`config.mk`:
```
export PLATFORM = sky130hd
export DESIGN_NAME = memory_controller_flat
export DESIGN_NICKNAME = d
export VERILOG_FILES = /design/src/rtl/memory_controller_if.sv /design/src/rtl/memory_controller.sv /design/src/flat_wrapper.sv
export SDC_FILE = /design/constraint.sdc
export NUM_CORES = 1
export LEC_CHECK = 0
export ABC_AREA = 1
export CAP_MARGIN = 30
export CORE_ASPECT_RATIO = 1.5
export CORE_MARGIN = 8
export CORE_UTILIZATION = 43
export CTS_CLUSTER_SIZE = 12
export DETAILED_ROUTE_END_ITERATION = 8
export PLACE_DENSITY_LB_ADDON = 0.12
export RECOVER_POWER = 25
export SLEW_MARGIN = 5
export SYNTH_ARGS = -nofsm -noshare
export SYNTH_HDL_FRONTEND = slang
export SYNTH_SLANG_ARGS = --single-unit
```
`constraint.sdc`:
```
create_clock -name clk -period 1.7 [get_ports clk]
set_input_delay 0.51 -clock clk [delete_from_list [all_inputs] [get_ports clk]]
set_output_delay 0.51 -clock clk [all_outputs]
set_load 0.005 [all_outputs]
```
`src/rtl/memory_controller_if.sv`:
```
// Request/response and memory-side signal bundle for memory_controller.
// slave = the controller itself; master = the requester plus the memory_system it drives.
interface memory_controller_if;
  logic       req_valid;
  logic       req_ready;
  logic       req_write;
  logic [1:0] req_addr;
  logic [7:0] req_data;
  logic       rsp_valid;
  logic [7:0] rsp_data;
  logic       busy;
  logic [7:0] mem_data;
  logic [1:0] mem_addr;
  logic       mem_store;
  logic [7:0] mem_q;

  modport slave (
    input  req_valid, req_write, req_addr, req_data, mem_q,
    output req_ready, rsp_valid, rsp_data, busy, mem_data, mem_addr, mem_store
  );

  modport master (
    output req_valid, req_write, req_addr, req_data, mem_q,
    input  req_ready, rsp_valid, rsp_data, busy, mem_data, mem_addr, mem_store
  );
endinterface

```
`src/rtl/memory_controller.sv`:
```
// Sequences single-cycle read/write requests into a glitch-free setup/strobe/hold
// pattern for a level-sensitive 4-byte store, and returns reads on a one-cycle strobe.
module memory_controller #(
  parameter int unsigned SETUP_CYCLES  = 1,
  parameter int unsigned STROBE_CYCLES = 2,
  parameter int unsigned HOLD_CYCLES   = 1,
  parameter int unsigned READ_WAIT     = 1
) (
  input  logic                 clk,
  input  logic                 reset_n,
  memory_controller_if.slave   bus,
  output logic [2:0]           dbg_state_o
);

  localparam logic [2:0] ST_IDLE   = 3'd0;
  localparam logic [2:0] ST_SETUP  = 3'd1;
  localparam logic [2:0] ST_STROBE = 3'd2;
  localparam logic [2:0] ST_HOLD   = 3'd3;
  localparam logic [2:0] ST_RWAIT  = 3'd4;

  // Counter counts down from N-1 so each phase lasts exactly N cycles.
  localparam logic [3:0] SETUP_LD  = 4'(SETUP_CYCLES - 1);
  localparam logic [3:0] STROBE_LD = 4'(STROBE_CYCLES - 1);
  localparam logic [3:0] HOLD_LD   = 4'(HOLD_CYCLES - 1);
  localparam logic [3:0] RWAIT_LD  = 4'(READ_WAIT - 1);

  logic [2:0] state_q, state_d;
  logic [3:0] cnt_q, cnt_d;
  logic [1:0] mem_addr_q, mem_addr_d;
  logic [7:0] mem_data_q, mem_data_d;
  logic       mem_store_q, mem_store_d;
  logic       rsp_valid_q, rsp_valid_d;
  logic [7:0] rsp_data_q, rsp_data_d;

  // Handshake: a request transfers at the rising edge where req_valid && req_ready;
  // req_ready is high exactly while IDLE, and req_* are ignored at every other edge.
  assign bus.req_ready = (state_q == ST_IDLE);
  assign bus.busy      = (state_q != ST_IDLE);
  assign bus.mem_addr  = mem_addr_q;
  assign bus.mem_data  = mem_data_q;
  assign bus.mem_store = mem_store_q;
  assign bus.rsp_valid = rsp_valid_q;
  assign bus.rsp_data  = rsp_data_q;
  assign dbg_state_o   = state_q;

  always_comb begin
    state_d     = state_q;
    cnt_d       = cnt_q;
    mem_addr_d  = mem_addr_q;
    mem_data_d  = mem_data_q;
    mem_store_d = 1'b0;
    rsp_valid_d = 1'b0;
    rsp_data_d  = rsp_data_q;
    case (state_q)
      ST_IDLE: begin
        if (bus.req_valid) begin
          mem_addr_d = bus.req_addr;
          if (bus.req_write) begin
            mem_data_d = bus.req_data;
            state_d    = ST_SETUP;
            cnt_d      = SETUP_LD;
          end else begin
            state_d = ST_RWAIT;
            cnt_d   = RWAIT_LD;
          end
        end
      end
      ST_SETUP: begin
        if (cnt_q == 4'd0) begin
          state_d     = ST_STROBE;
          cnt_d       = STROBE_LD;
          mem_store_d = 1'b1;
        end else begin
          cnt_d = cnt_q - 4'd1;
        end
      end
      ST_STROBE: begin
        if (cnt_q == 4'd0) begin
          state_d = ST_HOLD;
          cnt_d   = HOLD_LD;
        end else begin
          cnt_d       = cnt_q - 4'd1;
          mem_store_d = 1'b1;
        end
      end
      ST_HOLD: begin
        if (cnt_q == 4'd0) begin
          state_d = ST_IDLE;
          cnt_d   = 4'd0;
        end else begin
          cnt_d = cnt_q - 4'd1;
        end
      end
      ST_RWAIT: begin
        if (cnt_q == 4'd0) begin
          state_d     = ST_IDLE;
          cnt_d       = 4'd0;
          rsp_valid_d = 1'b1;
          rsp_data_d  = bus.mem_q;
        end else begin
          cnt_d = cnt_q - 4'd1;
        end
      end
      default: begin
        state_d = ST_IDLE;
        cnt_d   = 4'd0;
      end
    endcase
  end

  always_ff @(posedge clk or negedge reset_n) begin
    if (!reset_n) begin
      state_q     <= ST_IDLE;
      cnt_q       <= 4'd0;
      mem_addr_q  <= 2'd0;
      mem_data_q  <= 8'd0;
      mem_store_q <= 1'b0;
      rsp_valid_q <= 1'b0;
      rsp_data_q  <= 8'd0;
    end else begin
      state_q     <= state_d;
      cnt_q       <= cnt_d;
      mem_addr_q  <= mem_addr_d;
      mem_data_q  <= mem_data_d;
      mem_store_q <= mem_store_d;
      rsp_valid_q <= rsp_valid_d;
      rsp_data_q  <= rsp_data_d;
    end
  end

endmodule

```
`src/flat_wrapper.sv`:
```
// flat-port wrapper written by rule: the top's interface ports become plain ports
module memory_controller_flat 
#(
  parameter int unsigned SETUP_CYCLES  = 1,
  parameter int unsigned STROBE_CYCLES = 2,
  parameter int unsigned HOLD_CYCLES   = 1,
  parameter int unsigned READ_WAIT     = 1
)
  (clk, reset_n, dbg_state_o, bus_req_valid, bus_req_write, bus_req_addr, bus_req_data, bus_mem_q, bus_req_ready, bus_rsp_valid, bus_rsp_data, bus_busy, bus_mem_data, bus_mem_addr, bus_mem_store);
  memory_controller_if bus_i ();
  input  logic clk;
  input  logic reset_n;
  output logic [2:0] dbg_state_o;
  input wire logic [$bits(bus_i.req_valid)-1:0] bus_req_valid;
  input wire logic [$bits(bus_i.req_write)-1:0] bus_req_write;
  input wire logic [$bits(bus_i.req_addr)-1:0] bus_req_addr;
  input wire logic [$bits(bus_i.req_data)-1:0] bus_req_data;
  input wire logic [$bits(bus_i.mem_q)-1:0] bus_mem_q;
  output wire logic [$bits(bus_i.req_ready)-1:0] bus_req_ready;
  output wire logic [$bits(bus_i.rsp_valid)-1:0] bus_rsp_valid;
  output wire logic [$bits(bus_i.rsp_data)-1:0] bus_rsp_data;
  output wire logic [$bits(bus_i.busy)-1:0] bus_busy;
  output wire logic [$bits(bus_i.mem_data)-1:0] bus_mem_data;
  output wire logic [$bits(bus_i.mem_addr)-1:0] bus_mem_addr;
  output wire logic [$bits(bus_i.mem_store)-1:0] bus_mem_store;
  assign bus_i.req_valid = bus_req_valid;
  assign bus_i.req_write = bus_req_write;
  assign bus_i.req_addr = bus_req_addr;
  assign bus_i.req_data = bus_req_data;
  assign bus_i.mem_q = bus_mem_q;
  assign bus_req_ready = bus_i.req_ready;
  assign bus_rsp_valid = bus_i.rsp_valid;
  assign bus_rsp_data = bus_i.rsp_data;
  assign bus_busy = bus_i.busy;
  assign bus_mem_data = bus_i.mem_data;
  assign bus_mem_addr = bus_i.mem_addr;
  assign bus_mem_store = bus_i.mem_store;
  memory_controller #(.SETUP_CYCLES(SETUP_CYCLES), .STROBE_CYCLES(STROBE_CYCLES), .HOLD_CYCLES(HOLD_CYCLES), .READ_WAIT(READ_WAIT)) u_core (.clk(clk), .reset_n(reset_n), .bus(bus_i), .dbg_state_o(dbg_state_o));
endmodule
```
* After elaboration in Yosys (flattened, before gate mapping) *
Cells that the tools add are included.

storage, ports and cells
  flip-flop bits (word level) = 27
  bits of input ports = 22
  output and inout port bits = 25
  word-level logic and storage cells = 39

operators by class
  add/sub/neg operators = 1
  equality and inequality tests = 8
  multiplexer cells = 14
  reduce and logical (&&, ||, !) cells = 9

operators with widths
  kind                   number
  $mux W3                5
  $mux W4                3
  $pmux W3 S4            1
  $pmux W4 S3            1
  $eq A3 B2 Y1 const B   2
  $ne A2 B1 Y1 const B   3
  $logic_not A4 Y1       1
  $reduce_and A2 Y1      2
  $reduce_and A4 Y1      1
  $sub A4 B1 Y4 const B  1
  $eq A3 B1 Y1 const B   1
  $eq A3 B3 Y1 const B   1
  $logic_not A3 Y1       1
  $mux W1                3
  $reduce_and A3 Y1      1
  $reduce_bool A3 Y1     1
  $reduce_or A3 Y1       1
  $ne A2 B2 Y1 const B   1
  $pmux W1 S2            1
  $reduce_or A2 Y1       1

* Depth between registers and ports, before layout *
Gate-level depths: netlist of run 1.

  word-level depth = 4
  gate-level depth with buffers = 8
  gate-level depth less buffers = 8

* Worst setup path after synthesis of run 1 *
OpenSTA, ideal clock, no wires.

  path kind = reg2out
  from = reg u_core.state_q[0] (netlist: u_core.dbg_state_o[0])
  to = out bus_req_ready
  data arrival time = 772 ps
  data required time = 1190 ps
  slack = 418 ps
  cell stages (with the launch flop) = 4
  buffers on the path = 0
  cell sequence = dfrtp_1 nor2_4 nand2_4 inv_4

on the way
  longest elaborated chain between the ends = 1

ends and longest elaborated chain
  what                    RTL line                  text
  from (decl)             memory_controller.sv:27   logic [2:0] state_q, state_d;
  from (signal assigned)  memory_controller.sv:121  state_q <= state_d;
  $logic_not A3 Y1        memory_controller.sv:37   assign bus.req_ready = (state_q == ST_IDLE);
  to (decl)               flat_wrapper.sv:19        output wire logic [$bits(bus_i.req_ready)-1:0] bus_req_ready;

Every way passes these cells.

* Final worst setup path of run 1 *
  from = reg u_core.rsp_data_q[1] (netlist: u_core.bus.rsp_data[1])
  to = out bus_rsp_data[1]

RTL lines
  what                    RTL line                  text
  from (decl)             memory_controller.sv:33   logic [7:0] rsp_data_q, rsp_data_d;
  from (signal assigned)  memory_controller.sv:127  rsp_data_q <= rsp_data_d;
  to (decl)               flat_wrapper.sv:21        output wire logic [$bits(bus_i.rsp_data)-1:0] bus_rsp_data;

No word-level cell between the ends.

==> key figures, run 1 <==
STA
  – Rel. slew slack: 55.1%
  – Max-slew violations: 0
  – Worst setup margin: 49.1 ps
  – RSZ-0062 raised after global routing: false
  – Hold slack: 482 ps
  – Min cycle time layout: 1650 ps
  – Final period utilization: 97.1%
  – Clock skew: 5.62 ps
  – Hold violation total from the final report: 0
  – Final setup fails: 0
  – Highest Clock Rate: 606 MHz
  – Tightest Pin Transition: 674 ps

Clock network
  – Clk Tree Root Cell: clkbuf_8
  – Clk sinks: 27
  – Clock-pin slew on the worst setup and hold paths: 90 ps
  – H-tree depth: 1
  – Clk_lat worst skew: 270 ps
  – Clock Tree Buf Depth: 2
  – CTS tree: done
  – CTS Buf Count: 3

Yosys
  – Post-synth net total: 166
  – Most frequent cell after synthesis: nand2_1
  – Synth area leader: dfrtp_1
  – Main synth FF type: dfrtp_1
  – Seq/Total Area, Yosys: 54.4%
  – Mapped cell area: 1240 um2
  – Post-synthesis cell type count: 19
  – Yosys reg bits: 27
  – Top cells by count, synth: nand2_1, dfrtp_1, inv_1, nand3_1, o21ai_2
  – EDFF count, synth: 0
  – Synth warn: 0
  – Cells after synthesis: 143
  – Synth async-reset ratio: 100%
  – Area share of the largest cell type after synthesis: 54.4%
  – Top post-synthesis cells by area: dfrtp_1, nand2_1, inv_1, o21ai_2, nand3_1
  – Post-Syn Area per Cell: 8.68 um2

Power and ir drop
  – Sw power: 1.17 mW
  – Internal Pwr Total: 2.02 mW
  – Leak: 0.990 nW
  – Clk pwr share: 11.3%
  – Comb power frac: 54.5%
  – Sequential power share: 34.2%
  – Fraction of power spent switching nets: 36.7%
  – Power Density: 1720 nW/um2
  – Max VDD drop: 0.972 mV

GRT
  – First-pass GRT wire length: 5020 um
  – GRT Overall Usage: 13.1%
  – Largest net degree at the start of global routing: 28
  – Initial antenna violation count: 0
  – Vias in the first global route: 1110
  – Gr ovfl total: 0

Job
  – Max cap viols: 0

Critical path
  – Worst EP required: 1190 ps
  – RR Startpoint: u_core.cnt_q[0]
  – Crit path buf inv count: 1
  – Slowest CP cell: clkdlybuf4s50_1
  – Setup CP Type: flop to output port
  – Critical Path Source Type: flop
  – Crit-path max FO: 2
  – Crit. End Element: output port
  – CP Cell Sequence: clkdlybuf4s50_1
  – Delay of the slowest critical-path stage: 510 ps
  – WP data arrival: 1140 ps
  – Crit-path leading delay family: buffers and inverters
  – CP startpoint: u_core.bus.rsp_data[1]

Detailed routing
  – First DRT Iteration DRCs: 14
  – Remaining routing DRC violations: 0
  – Drt wl/cell: 12.3 um
  – Drt pass-1 iters: 4
  – Vias per cell: 4.50
  – Via count: 1085
  – Total Wirelength: 2960 um
  – Post-route ant nets: 0

Die
  – Rows: 24
  – IO Pins: 47
  – Die W: 59.9 um
  – Die area: 4900 um2
  – Initial core utilization: 44.0%
  – CORE AREA: 2820 um2
  – Chip height: 81.8 um

Placement
  – Placed cells: 233
  – Final RePlAce weighted congestion: 0.805
  – Dpl ws: -96.7 ps
  – Dpl hpwl: 2340 um
  – Buffers on Ports: 46
  – Placed Area: 1780 um2

Run status
  – Status: finished clean

Final layout
  – Share of cells above drive strength 1: 14.4%
  – Non-Filler Instances: 241
  – Final instance area: 1860 um2
  – Fin util: 65.8%
  – Area grow syn2layout: 49.6%
  – Diodes inserted: 0
  – Layout Nets: 226
  – Fillers: 269

Hold path
  – Worst min path class: flop to flop
  – Hold wc startpoint: u_core.bus.mem_data[2]
[kinds of logic after synthesis]
| kind of cell | share of synthesized area (%) |
|---|---|
| compound gates | 8.57 |
| xor+xnor | 0.706 |
| fa+ha+maj | 1.01 |
| buf+inv | 8.37 |
| flops | 54.4 |
| simple gates | 26.9 |
[power by group through the flow]
| stage | Sequential, mW | Combinational (mW) | Clock, mW |
|---|---|---|---|
| floorplan | 1.14 | 0.795 | 0 |
| global placement | 1.09 | 1.68 | 0 |
| detailed placement | 1.10 | 1.73 | 0 |
| CTS | 1.09 | 1.75 | 0.370 |
| global route | 1.12 | 1.94 | 0.395 |
| finish | 1.09 | 1.74 | 0.360 |
[flip-flops by register name, indices dropped and copies added (netlist names)]
register	cells
u_core.bus.rsp_data	8
u_core.cnt_q	4
u_core.dbg_state_o	3
u_core.bus.rsp_valid	1
u_core.bus.mem_data	8
u_core.bus.mem_store	1
u_core.bus.mem_addr	2
[repair_timing]
action,4_1_cts,5_1_grt
buffers inserted,3,2
pin swaps,1,0
resized for setup,10,2
gates cloned,0,0
endpoints found under the setup margin,5,4
hold buffers,0,0
[stage by stage]
| step | total power [mW] | setup TNS, ps |
|---|---|---|
| after global placement | 2.78 | -195 |
| after detailed placement | 2.83 | -352 |
| after global routing | 3.46 | 0 |
| after CTS | 3.20 | 0 |
| after floorplan | 1.93 | 0 |
| final | 3.19 | 0 |
[path summary, 6_finish.rpt]
path	cells after the start	slack, ps	end
max in group asynchronous	2	460	u_core.bus.mem_data[0]
worst max register to register	8	160	u_core.bus.rsp_data[1]
min in group asynchronous	2	810	u_core.dbg_state_o[0]
worst min-delay path	2	480	u_core.bus.mem_data[2]
worst max-delay path	1	50	bus_rsp_data[1]
worst min register to register	2	480	u_core.bus.mem_data[2]
[worst reg2reg max path: stages (launching register included)]
cell and delay, ps:
dfrtp_1 420, inv_1 100, ha_1 210, nand3_2 120, inv_1 120, nand3_2 200, inv_2 190, nand2_1 80
nand2_1 60
[cell type report]
class / count / area (um2) / share of cell area, %
Tap cell: 39 / 48.8 / 2.63
Inverter: 24 / 92.6 / 4.99
Timing Repair Buffer: 56 / 533 / 28.7
Clock buffer: 4 / 45.0 / 2.43
Multi-Input combinational cell: 91 / 462 / 24.9
Sequential cell: 27 / 676 / 36.4
[layer usage]
layer | GRT usage [%] | wire length (um)
met5 | 0 | 0
met4 | 4.08 | 45
met3 | 3.92 | 182
met2 | 23.4 | 1570
met1 | 14.4 | 1160
[cells in the final DEF, fill, tap and decap left out, types with 2 or more instances in the layout]
cell type        synthesis  final
buf_4                    0      8
dfrtp_1                 27     27
nor2_1                   2      2
nand3_1                 10     10
inv_1                   22     22
nand2_1                 56     56
nand3_2                  2      2
o21ai_0                  5      5
clkbuf_8                 0      3
o21ai_2                  8      8
dlymetal6s2s_1           0      2
clkdlybuf4s50_1          0     38
dlygate4sd2_1            0      3
(Power assumes the default switching activity.)
==> run 2: changes to the inputs <==
--- a/config.mk
+++ b/config.mk
@@ -9,7 +9,7 @@
 export CAP_MARGIN = 30
 export CORE_ASPECT_RATIO = 1.5
 export CORE_MARGIN = 8
-export CORE_UTILIZATION = 43
+export CORE_UTILIZATION = 39
 export CTS_CLUSTER_SIZE = 12
 export DETAILED_ROUTE_END_ITERATION = 8
 export PLACE_DENSITY_LB_ADDON = 0.12
==> constraint.sdc (replaced) <==
create_clock -name clk -period 1.4 [get_ports clk]
set_input_delay 0.42 -clock clk [delete_from_list [all_inputs] [get_ports clk]]
set_output_delay 0.42 -clock clk [all_outputs]
set_load 0.005 [all_outputs]
==> run 2 against run 1 <==
- the flow now finishes with violations (setup timing)
- via count up 6.5%
- design area up 6.7%
- critical path depth up 4
- power up 29%
- clock skew down 1.0 ps
- first-iteration DRC count up 7.1%
- final cell count up 5.0%
- sequential share of layout area down 2.3 points
- non-clock buffer count up 9
- clock-buffer cell count unchanged
- critical path type unchanged
- highest routed layer unchanged
==> key figures, run 2 (synthesis gave the netlist of run 1 again) <==
Hold path
  – Cell count of the worst hold path: 2
  – Worst min path class: flop to flop
  – Hold Path Sink: u_core.bus.mem_addr[1]
  – Hold wc startpoint: u_core.bus.mem_addr[1]

Critical path
  – Critical Path Source Type: flop
  – Worst EP required: 980 ps
  – Setup CP Type: flop to output port
  – R2R Setup Slk: 80 ps
  – WP data arrival: 1090 ps
  – RR Endpoint: u_core.dbg_state_o[1]
  – Crit. End Element: output port
  – FF-to-FF path depth: 9
  – Crit-path max FO: 2
  – RR Startpoint: u_core.dbg_state_o[1]

Detailed routing
  – Remaining routing DRC violations: 0
  – Via count: 1155
  – Drt pass-1 iters: 4
  – First DRT Iteration DRCs: 15
  – Post-route ant nets: 0
  – Drt wl/cell: 12.8 um
  – Vias per cell: 4.57
  – Total Wirelength: 3240 um

GRT
  – Largest net degree at the start of global routing: 28
  – GRT Overall Usage: 13.3%
  – Gr ovfl total: 0
  – Vias in the first global route: 1263
  – First-pass GRT wire length: 5420 um
  – Initial antenna violation count: 0

STA
  – Highest Clock Rate: 662 MHz
  – Final period utilization: 108%
  – Worst setup margin: -111 ps
  – Hold slack: 478 ps
  – Max-slew violations: 0
  – Tightest Pin Transition: 666 ps
  – RSZ-0062 raised after global routing: true
  – Final setup fails: 3
  – Rel. slew slack: 55.6%
  – Min cycle time layout: 1510 ps
  – Clock skew: 4.61 ps
  – Hold violation total from the final report: 0

Final layout
  – Share of cells above drive strength 1: 23.9%
  – Most common cell after layout, fill and taps aside: nand2_1
  – Footprint of the multi-input gates: 533 um2
  – Most frequent cells in the layout: nand2_1, dfrtp_1, inv_1, dlygate4sd2_1, clkdlybuf4s50_1
  – Area grow syn2layout: 59.7%
  – Register area: 676 um2
  – Diodes inserted: 0
  – Layout Nets: 237
  – Fillers: 262

Die
  – Initial core utilization: 40.1%
  – Die W: 62.1 um
  – CORE AREA: 3100 um2
  – Rows: 25
  – Die area: 5280 um2
  – IO Pins: 47
  – Chip height: 85.1 um

Placement
  – Final RePlAce weighted congestion: 0.808
  – Dpl hpwl: 2470 um
  – Buffers on Ports: 46

Clock network
  – Hold buffers post-CTS: 0
  – Clk sinks: 27
  – CTS tree: done
  – Clock Tree Buf Depth: 2
  – CTS Buf Count: 3
  – Clk Tree Root Cell: clkbuf_8
  – Clock-pin slew on the worst setup and hold paths: 90 ps
  – Clk_lat worst skew: 260 ps
  – H-tree depth: 1

Power and ir drop
  – Power Density: 2080 nW/um2
  – Tot Pwr: 4.11 mW
  – Max VDD drop: 1.16 mV
  – Leak: 1.08 nW

Run status
  – Violated checks: setup timing
  – Status: finished, violations left

Job
  – Max cap viols: 0
run 2: cell types whose count changed in the layout (fill, tap and decap cells not counted), sizes merged:
| cell | before | now |
|---|---|---|
| clkdlybuf4s15 | 1 | 0 |
| buf | 10 | 22 |
| dlygate4sd2 | 3 | 20 |
| dlymetal6s2s | 2 | 1 |
| nand3 | 13 | 15 |
| clkdlybuf4s50 | 38 | 19 |
| clkbuf | 5 | 6 |
run 2: critical path, stage by stage (launching register included):
cell and delay [ps]:
dfrtp_1 400, buf_6 120, nor2_4 100, nand2_4 70, inv_4 50, buf_6 80
run 2: cell type report:
class                   count  area share (%)
well taps                  40            2.53
clock buffers               4            2.27
repair buffers             65            29.3
inverters                  24            4.92
flip-flops and latches     27            34.1
multi-input cells          93            26.9
run 2: per-layer routing:
metal / track usage [%] / part of all wire, % / vias to the layer above
met2: 22.8 / 55 / 30
met3: 4.39 / 6.0 / 8
met4: 5.83 / 2.4 / 0
li1: - / - / 582
met1: 13.8 / 36 / 535
met5: 0 / 0 / -
run 2: stage by stage:
stage / setup WS [ps] / instance area (um2) / std cells / util (%) / TNS [ps]
2_1_floorplan: 123 / 1240 / 143 / - / 0
3_3_place_gp: -192 / 1840 / 240 / 59.5 / -2370
3_5_place_dp: -234 / 1840 / 240 / 59.5 / -3000
4_1_cts: -176 / 1910 / 250 / 61.8 / -446
5_1_grt: -181 / 1980 / 253 / 64.0 / -461
6_report: -111 / 1980 / 253 / 64.0 / -229
run 2: report_power, final:
group,internal [mW],switching (mW),leakage (nW),total [mW]
combinational,1.18,1.19,0.717,2.37
clock,0.203,0.226,0.0228,0.430
sequential,1.13,0.179,0.339,1.31
run 2: how the worst max path moves through the flow:
stage	cells past startpoint	from	endpoint	slack, ps
2_1_floorplan	8	u_core.cnt_q[0]	u_core.bus.rsp_data[0]	120
3_3_place_gp	6	bus_req_valid	u_core.dbg_state_o[0]	-190
3_5_place_dp	6	bus_req_valid	u_core.cnt_q[0]	-230
4_1_cts	5	u_core.dbg_state_o[1]	bus_req_ready	-180
5_1_grt	5	u_core.dbg_state_o[1]	bus_req_ready	-180
6_report	5	u_core.dbg_state_o[1]	bus_req_ready	-110
run 2: what timing repair did:
item                                    CTS  global route
endpoints found under the setup margin   32            26
resized for setup                        45            17
gates cloned                              0             2
setup buffers                             6             1
pin swaps                                 1             3
